## src/rtl/div_param.sv

```systemverilog
// Parametrised radix-2 restoring divider for the EX stage.
// Optional early-out skips the leading zeros of |dividend|.
`timescale 1ns/1ps
module div_param #(
    parameter int WIDTH     = 32,
    parameter bit EARLY_OUT = 1'b1
) (
    input  logic               clk,
    input  logic               rst,
    input  logic               start_i,
    input  logic               annul_i,
    input  logic               signed_div_i,
    input  logic [WIDTH-1:0]   opdata1_i,
    input  logic [WIDTH-1:0]   opdata2_i,
    output logic [2*WIDTH-1:0] result_o,
    output logic               ready_o,
    output logic               busy_o,
    output logic               div_zero_o
);

    localparam int CW = $clog2(WIDTH + 1);

    typedef enum logic [2:0] {
        FREE,
        BYZERO,
        ON,
        FIX,
        END
    } state_t;

    state_t state, state_nx;

    logic [WIDTH-1:0] abs1, abs2;
    logic [CW-1:0]    lz, k, n;
    logic             accept, op2_zero;

    logic [WIDTH-1:0] dvs;
    logic [WIDTH-1:0] pr;
    logic [WIDTH-1:0] sr;
    logic [CW-1:0]    cnt;
    logic             neg_q, neg_r, dz;

    logic [WIDTH:0]   cand;
    logic [WIDTH-1:0] trial;
    logic             neg;

    assign accept   = start_i && !annul_i;
    assign op2_zero = (opdata2_i == '0);

    assign abs1 = (signed_div_i && opdata1_i[WIDTH-1]) ? -opdata1_i : opdata1_i;
    assign abs2 = (signed_div_i && opdata2_i[WIDTH-1]) ? -opdata2_i : opdata2_i;

    // Upward scan: the highest set bit wins; all-zero leaves WIDTH.
    always_comb begin
        lz = CW'(WIDTH);
        for (int i = 0; i < WIDTH; i++) begin
            if (abs1[i]) begin
                lz = CW'(WIDTH - 1 - i);
            end
        end
    end

    assign k = EARLY_OUT ? lz : '0;
    assign n = CW'(WIDTH) - k;

    // cand < 2*dvs, so a WIDTH-bit trial difference is exact when kept.
    assign cand  = {pr, sr[WIDTH-1]};
    assign neg   = (cand < {1'b0, dvs});
    assign trial = cand[WIDTH-1:0] - dvs;

    assign busy_o = (state != FREE);

    always_ff @(posedge clk or negedge rst) begin
        if (!rst) begin
            state <= FREE;
        end else begin
            state <= state_nx;
        end
    end

    always_comb begin
        state_nx = state;
        unique case (state)
            FREE: begin
                if (accept) begin
                    if (op2_zero) begin
                        state_nx = BYZERO;
                    end else if (n == '0) begin
                        state_nx = FIX;
                    end else begin
                        state_nx = ON;
                    end
                end
            end
            ON: begin
                if (annul_i) begin
                    state_nx = FREE;
                end else if (cnt == CW'(1)) begin
                    state_nx = FIX;
                end
            end
            FIX, BYZERO: begin
                state_nx = annul_i ? FREE : END;
            end
            END: begin
                if (!start_i) begin
                    state_nx = FREE;
                end
            end
            default: state_nx = FREE;
        endcase
    end

    always_ff @(posedge clk or negedge rst) begin
        if (!rst) begin
            dvs        <= '0;
            pr         <= '0;
            sr         <= '0;
            cnt        <= '0;
            neg_q      <= 1'b0;
            neg_r      <= 1'b0;
            dz         <= 1'b0;
            result_o   <= '0;
            ready_o    <= 1'b0;
            div_zero_o <= 1'b0;
        end else begin
            unique case (state)
                FREE: begin
                    result_o   <= '0;
                    ready_o    <= 1'b0;
                    div_zero_o <= 1'b0;
                    if (accept) begin
                        neg_q <= signed_div_i &&
                                 (opdata1_i[WIDTH-1] ^ opdata2_i[WIDTH-1]);
                        neg_r <= signed_div_i && opdata1_i[WIDTH-1];
                        dvs   <= abs2;
                        pr    <= '0;
                        sr    <= op2_zero ? '0 : (abs1 << k);
                        cnt   <= n;
                        dz    <= op2_zero;
                    end
                end
                ON: begin
                    if (!annul_i) begin
                        sr  <= {sr[WIDTH-2:0], ~neg};
                        pr  <= neg ? cand[WIDTH-1:0] : trial;
                        cnt <= cnt - CW'(1);
                    end
                end
                FIX: begin
                    if (neg_q) begin
                        sr <= -sr;
                    end
                    if (neg_r) begin
                        pr <= -pr;
                    end
                end
                BYZERO: begin
                    sr <= '0;
                    pr <= '0;
                end
                END: begin
                    if (start_i) begin
                        result_o   <= {pr, sr};
                        ready_o    <= 1'b1;
                        div_zero_o <= dz;
                    end else begin
                        result_o   <= '0;
                        ready_o    <= 1'b0;
                        div_zero_o <= 1'b0;
                    end
                end
                default: ;
            endcase
        end
    end

endmodule

```

## config.mk

```make
export PLATFORM = sky130hd
export DESIGN_NAME = div_param
export DESIGN_NICKNAME = d
export VERILOG_FILES = /design/src/rtl/div_param.sv
export SDC_FILE = /design/constraint.sdc
export NUM_CORES = 1
export LEC_CHECK = 0
export BUFFER_PORTS_ARGS = -buffer_cell sky130_fd_sc_hd__buf_2
export CORE_UTILIZATION = 40
export CTS_CLUSTER_DIAMETER = 80
export DETAILED_ROUTE_END_ITERATION = 6
export PLACE_DENSITY = 0.6
export SYNTH_ARGS = -nofsm -noshare
export SYNTH_HDL_FRONTEND = slang
export SYNTH_SLANG_ARGS = --single-unit
```

## constraint.sdc

```tcl
create_clock -name clk -period 4.65 [get_ports clk]
set_input_delay 1.1625 -clock clk [delete_from_list [all_inputs] [get_ports clk]]
set_output_delay 1.1625 -clock clk [all_outputs]
set_load 0.1 [all_outputs]
```

; ---- After elaboration in Yosys (flattened, before gate mapping)
; Cells that the tools add are included.
[classes]
addsub = 7
n_lt_le_gt_ge = 1
n_eq_ne = 11
shifts = 1
mux = 61
bitwise_logic = 2
n_reduce_logical = 18
[op_table]
columns = operator, count
row1 = $mux W32, 10
row2 = $pmux W32 S4, 2
row3 = $mux W6, 34
row4 = $neg A32 Y32, 4
row5 = $pmux W64 S2, 1
row6 = $mux W64, 1
row7 = $lt A33 B32 Y1, 1
row8 = $logic_not A32 Y1, 1
row9 = $shl A32 B6 Y32, 1
row10 = $sub A32 B32 Y32, 1
row11 = $mux W3, 5
row12 = $pmux W3 S4, 1
row13 = $pmux W6 S2, 1
row14 = $ne A2 B2 Y1 const B, 5
row15 = $reduce_and A4 Y1, 2
row16 = $eq A3 B2 Y1 const B, 2
row17 = $eq A6 B1 Y1 const B, 1
row18 = $logic_not A6 Y1, 1
row19 = $reduce_and A3 Y1, 2
row20 = $sub A6 B1 Y6 const B, 1
row21 = $sub A6 B6 Y6 const A, 1
row22 = $logic_and A1 B1 Y1, 4
row23 = $pmux W1 S2, 2
row24 = $reduce_bool A2 Y1, 2
row25 = 13 further kinds, 15
[totals]
reg_bits = 174
input_bits = 69
out_inout_bits = 67
wordCells = 112

; ---- Depth between registers and ports, before layout
[logic_depth]
word_depth = 40
depth_mapped = 19
depth_no_buf = 16

; ---- Worst setup path after synthesis
; No wires, ideal clock.
[synth_path]
kind = input to register
start = in opdata1_i[0]
end = reg cnt[4]
setup_ns = 0.129
arrival_ns = 5.072
required_ns = 4.521
path_slack_ns = -0.551
cell_stages = 18
path_buffers = 3
cell_sequence = clkbuf_1 -> inv_1 -> ha_1 -> nor3b_1 -> nand3_1 -> mux2i_1 -> or4bb_1 -> a2bb2oi_1 -> o2111a_1 -> or3_1 -> buf_4 -> inv_2 -> clkbuf_1 -> ha_1 -> nand3_1 -> xnor2_1 -> a21oi_1 -> o21ai_0
[synth_between]
elab_chain_len = 37
[synth_rtl]
columns = element, line_no
row1 = from (decl), 13  ; input logic [WIDTH-1:0] opdata1_i,
row2 = $neg A32 Y32, 50  ; assign abs1 = (signed_div_i && opdata1_i[WIDTH-1]) ? -opdata1_i : opdata1_i;
row3 = $mux W32 (*), 50
row4 = $mux W6 (31 in series), 57  ; if (abs1[i]) begin
row5 = $mux W6 (*), 57
row6 = $sub A6 B6 Y6 (*), 64  ; assign n = CW'(WIDTH) - k;
row7 = $mux W6 (*), 132  ; if (accept) begin
row8 = $pmux W6 S2 (*), 127  ; unique case (state)
row9 = to (signal assigned), 139  ; cnt <= n;
row10 = to (signal assigned), 147  ; cnt <= cnt - CW'(1);
row11 = to (decl), 40  ; logic [CW-1:0] cnt;
; Mark *: on every way between the ends. The rest lies on a longest branch, timed or not. The select of a mux whose other input is x is not followed.
; A chain may end at the register's enable or synchronous reset.

; ---- Worst setup path in the final report
[layout_path]
start = in opdata1_i[12]
end = reg sr[26]
[layout_between]
elab_chain_len = 26
[layout_rtl]
columns = element, line_no
row1 = $neg A32 Y32, 50
row2 = $mux W32 (*), 50
row3 = $mux W6 (20 in series), 57
row4 = $shl A32 B6 Y32 (*), 138  ; sr <= op2_zero ? '0 : (abs1 << k);
row5 = $mux W32 (*), 138
row6 = $mux W32 (*), 132
row7 = $pmux W32 S4 (*), 127
row8 = to (signal assigned), 138
row9 = to (signal assigned), 145  ; sr <= {sr[WIDTH-2:0], ~neg};
row10 = to (signal assigned), 152  ; sr <= -sr;
row11 = to (decl), 39  ; logic [WIDTH-1:0] sr;
; Marked as above.

==> results.cfg <==
[logic_synthesis]
synth.area.top_cells = dfrtp_1 31%, mux2i_1 7.2%, o21ai_0 4.9%, xnor2_1 4.4%, a21oi_1 4.3%
synth_most_common_cell = dfrtp_1
synth-warning-count = 0
ys_top_cells_by_count = 174 x dfrtp_1, 157 x nand2_1, 140 x o21ai_0
synth.net_count = 1842
synth_area_leader_cell = dfrtp_1
synth_edf_count = 0
yosysSeqAreaShare_pct = 30.62
netlist_instances = 1732
yosysTopAreaCellShare_pct = 30.62
syn_avg_cell_area_um2 = 8.211
synth_ff_type = dfrtp_1
ys_seq_elements = 174
ys_types = 91
syn_area_um2 = 14220
ys_async_sr_fraction_pct = 100.0

[placement]
gp_congestion = 0.8880
hpwl_um = 36330
place.port_buffers = 135

[critical_path]
arrival_ns = 4.93
r2r_end = pr[30]
rrSetupSlack_ns = 0.32
critPathSlowestCell = or4_4
crit_top_cell = or4_4
reg2reg_depth = 14
crit_family = simple AND/OR/NAND/NOR gates
crit_chain = buf_6 -> or4_4 -> or4_4 -> or4_4 -> a21oi_4 -> a211oi_4 -> o2bb2ai_4 -> a211o_4 -> buf_12 -> buf_6 -> clkbuf_16 -> mux2_4 -> nand2_1 -> nand3_1 -> a32oi_1 -> a21oi_1
critPathBufInv = 4
r2r_start = pr[1]
path_class = input port to flip-flop
endpoint_kind = flip-flop
slowest_delay_ns = 0.61
crit_required_ns = 4.96
cp-start-kind = input port
crit_path_max_fanout = 7

[route]
drtIter0Drc = 1443
routedWlPerCell_um = 18.87
antenna_left = 0
drc = 0
wirelength_um = 46960
first_pass_iters = 6
vias = 14453
vias_per_cell = 5.807

[sta]
min_period_ns = 4.620
rsz0062_at_grt = true
whs_ns = 0.4821
relSlewSlack_pct = 22.59
fin_skew_ns = 0.01020
fin_setup_tns_ns = 0
max_freq_mhz = 216.5
finalSetupViolCount = 0
worstMarginPinSlew_ns = 1.161
fin_crit_sh_pct = 99.35
finalHoldViolations = 0
drv_slew = 0

[power_and_ir_drop]
power_density_nw_per_um2 = 524.9
power_leakage_nw = 8.235
ir_worst_vdd_mv = 0.3966

[cells_and_area]
fill_cells = 3259
drive_above_1_share_pct = 25.96
fin_nets = 2131
synthToLayoutAreaGrowth_pct = 27.71
antenna_cells = 0

[hold_path]
min_from = dvs[27]
hold_class = flip-flop to flip-flop
hold_end = dvs[27]
min_path_cells = 2

[global_routing]
grt_pass1_vias = 13313
gr-total-overflow = 0
grt_pass1_wl_um = 74120
grt_max_degree = 91
antenna_found_initial = 0
grt_use_total_pct = 25.55

[die]
die-height_um = 190.6
die_w_um = 190.6
std_cell_rows = 68
start_util_pct = 40.87
dieArea_um2 = 36310
ios = 136
design.core.area_um2 = 34800

[clock_network]
root_buffer = clkbuf_16
clock-sinks = 174
cts_max_path_buffers = 2
insertion_delay_ns = 0.44
tritoncts = yes
h-tree-depth = 4
cts_buffers = 17
cts.clk_slew.worst_paths_ns = 0.07

[status]
status = complete, no violations

[flow_run]
max_cap_violations = 0
[report_power, final]
group	leakage [nW]	internal (mW)	switching (mW)
sequential	2.28	1.94	0.666
combinational	5.66	2.27	3.19
clock	0.295	0.770	0.693
[worst max path at each step]
stage,start,endpoint,slack (ns),cells past startpoint
2_1_floorplan,opdata1_i[21],sr[17],-0.1,16
3_3_place_gp,opdata1_i[12],sr[15],-0.56,15
3_5_place_dp,opdata1_i[12],sr[15],-0.62,15
4_1_cts,opdata1_i[15],sr[18],0.02,15
5_1_grt,opdata1_i[12],sr[10],-0.05,16
6_report,opdata1_i[12],sr[26],0.03,16
[cell families (layout without fill, tap and decap cells)]
kind of cell	Yosys count	in the layout	synth area share, %
buffers and inverters	189	491	5.516
muxes	110	110	7.927
DFF	174	174	30.62
xor gates and xnor gates	109	109	6.713
AOI/OAI and AO/OA	569	569	26.85
and+or+nand+nor	540	540	18.71
adders and majority gates	41	41	3.660
[cell usage in the layout (no fill, tap or decap), types with 66 or more instances in the layout]
master,instances
xnor2_1,70
o21ai_0,135
buf_2,132
a21oi_1,120
inv_1,66
nand2_1,156
nor2_1,124
mux2i_1,74
buf_4,239
a22o_1,67
dfrtp_1,174
[per-layer routing]
layer / GRT usage (%) / up-vias / share of wire [%] / wire length (µm)
met5: 0 / - / 0 / 0
met4: 6.123 / 0 / 1.6 / 734
met3: 3.165 / 55 / 6.3 / 2978
met2: 36.43 / 534 / 42 / 19760
met1: 40.04 / 6845 / 50 / 23480
li1: - / 7019 / - / -
[worst min-delay path, cell delays in order (launching register included)]
cell and delay [ns]:
dfrtp_1 0.34, nand2_1 0.05, o21ai_0 0.06
[registers in the layout (all words and copies together), names as in the netlist]
| name | cells |
|---|---|
| ready_o | 1 |
| cnt | 6 |
| result_o | 64 |
| dvs | 32 |
| neg_q | 1 |
| neg_r | 1 |
| state | 3 |
| pr | 32 |
| dz | 1 |
| sr | 32 |
| div_zero_o | 1 |
[timing repair]
item                                   CTS  global route
setup buffers                            0            11
hold buffers                             0             0
pin swaps                                0            11
endpoints found under the hold margin    0             0
gates cloned                             0             3
setup endpoints to repair               10            31
resized for setup                        4            77
[cell type report]
type	count	area, µm²	share of cell area [%]
clock buffers	17	425.4	2.342
clock inverters	15	168.9	0.9300
inverters	68	262.8	1.447
multi-input cells	1369	9573	52.71
flip-flops and latches	174	4354	23.97
well taps	455	569.3	3.134
repair buffers	391	2809	15.47
[through the flow]
stage,setup WS [ns],cells,utilization (%),power (mW),instance area [µm²]
finish,0.03024,2489,52.19,9.533,18160
global route,-0.05291,2489,52.19,10.23,18160
CTS,0.01728,2475,50.62,9.329,17610
detailed placement,-0.6244,2443,48.86,7.837,17000
global placement,-0.5574,2443,48.86,7.742,17000
floorplan,-0.09675,1732,-,6.286,14380
Power figures use the tool's default switching activity.
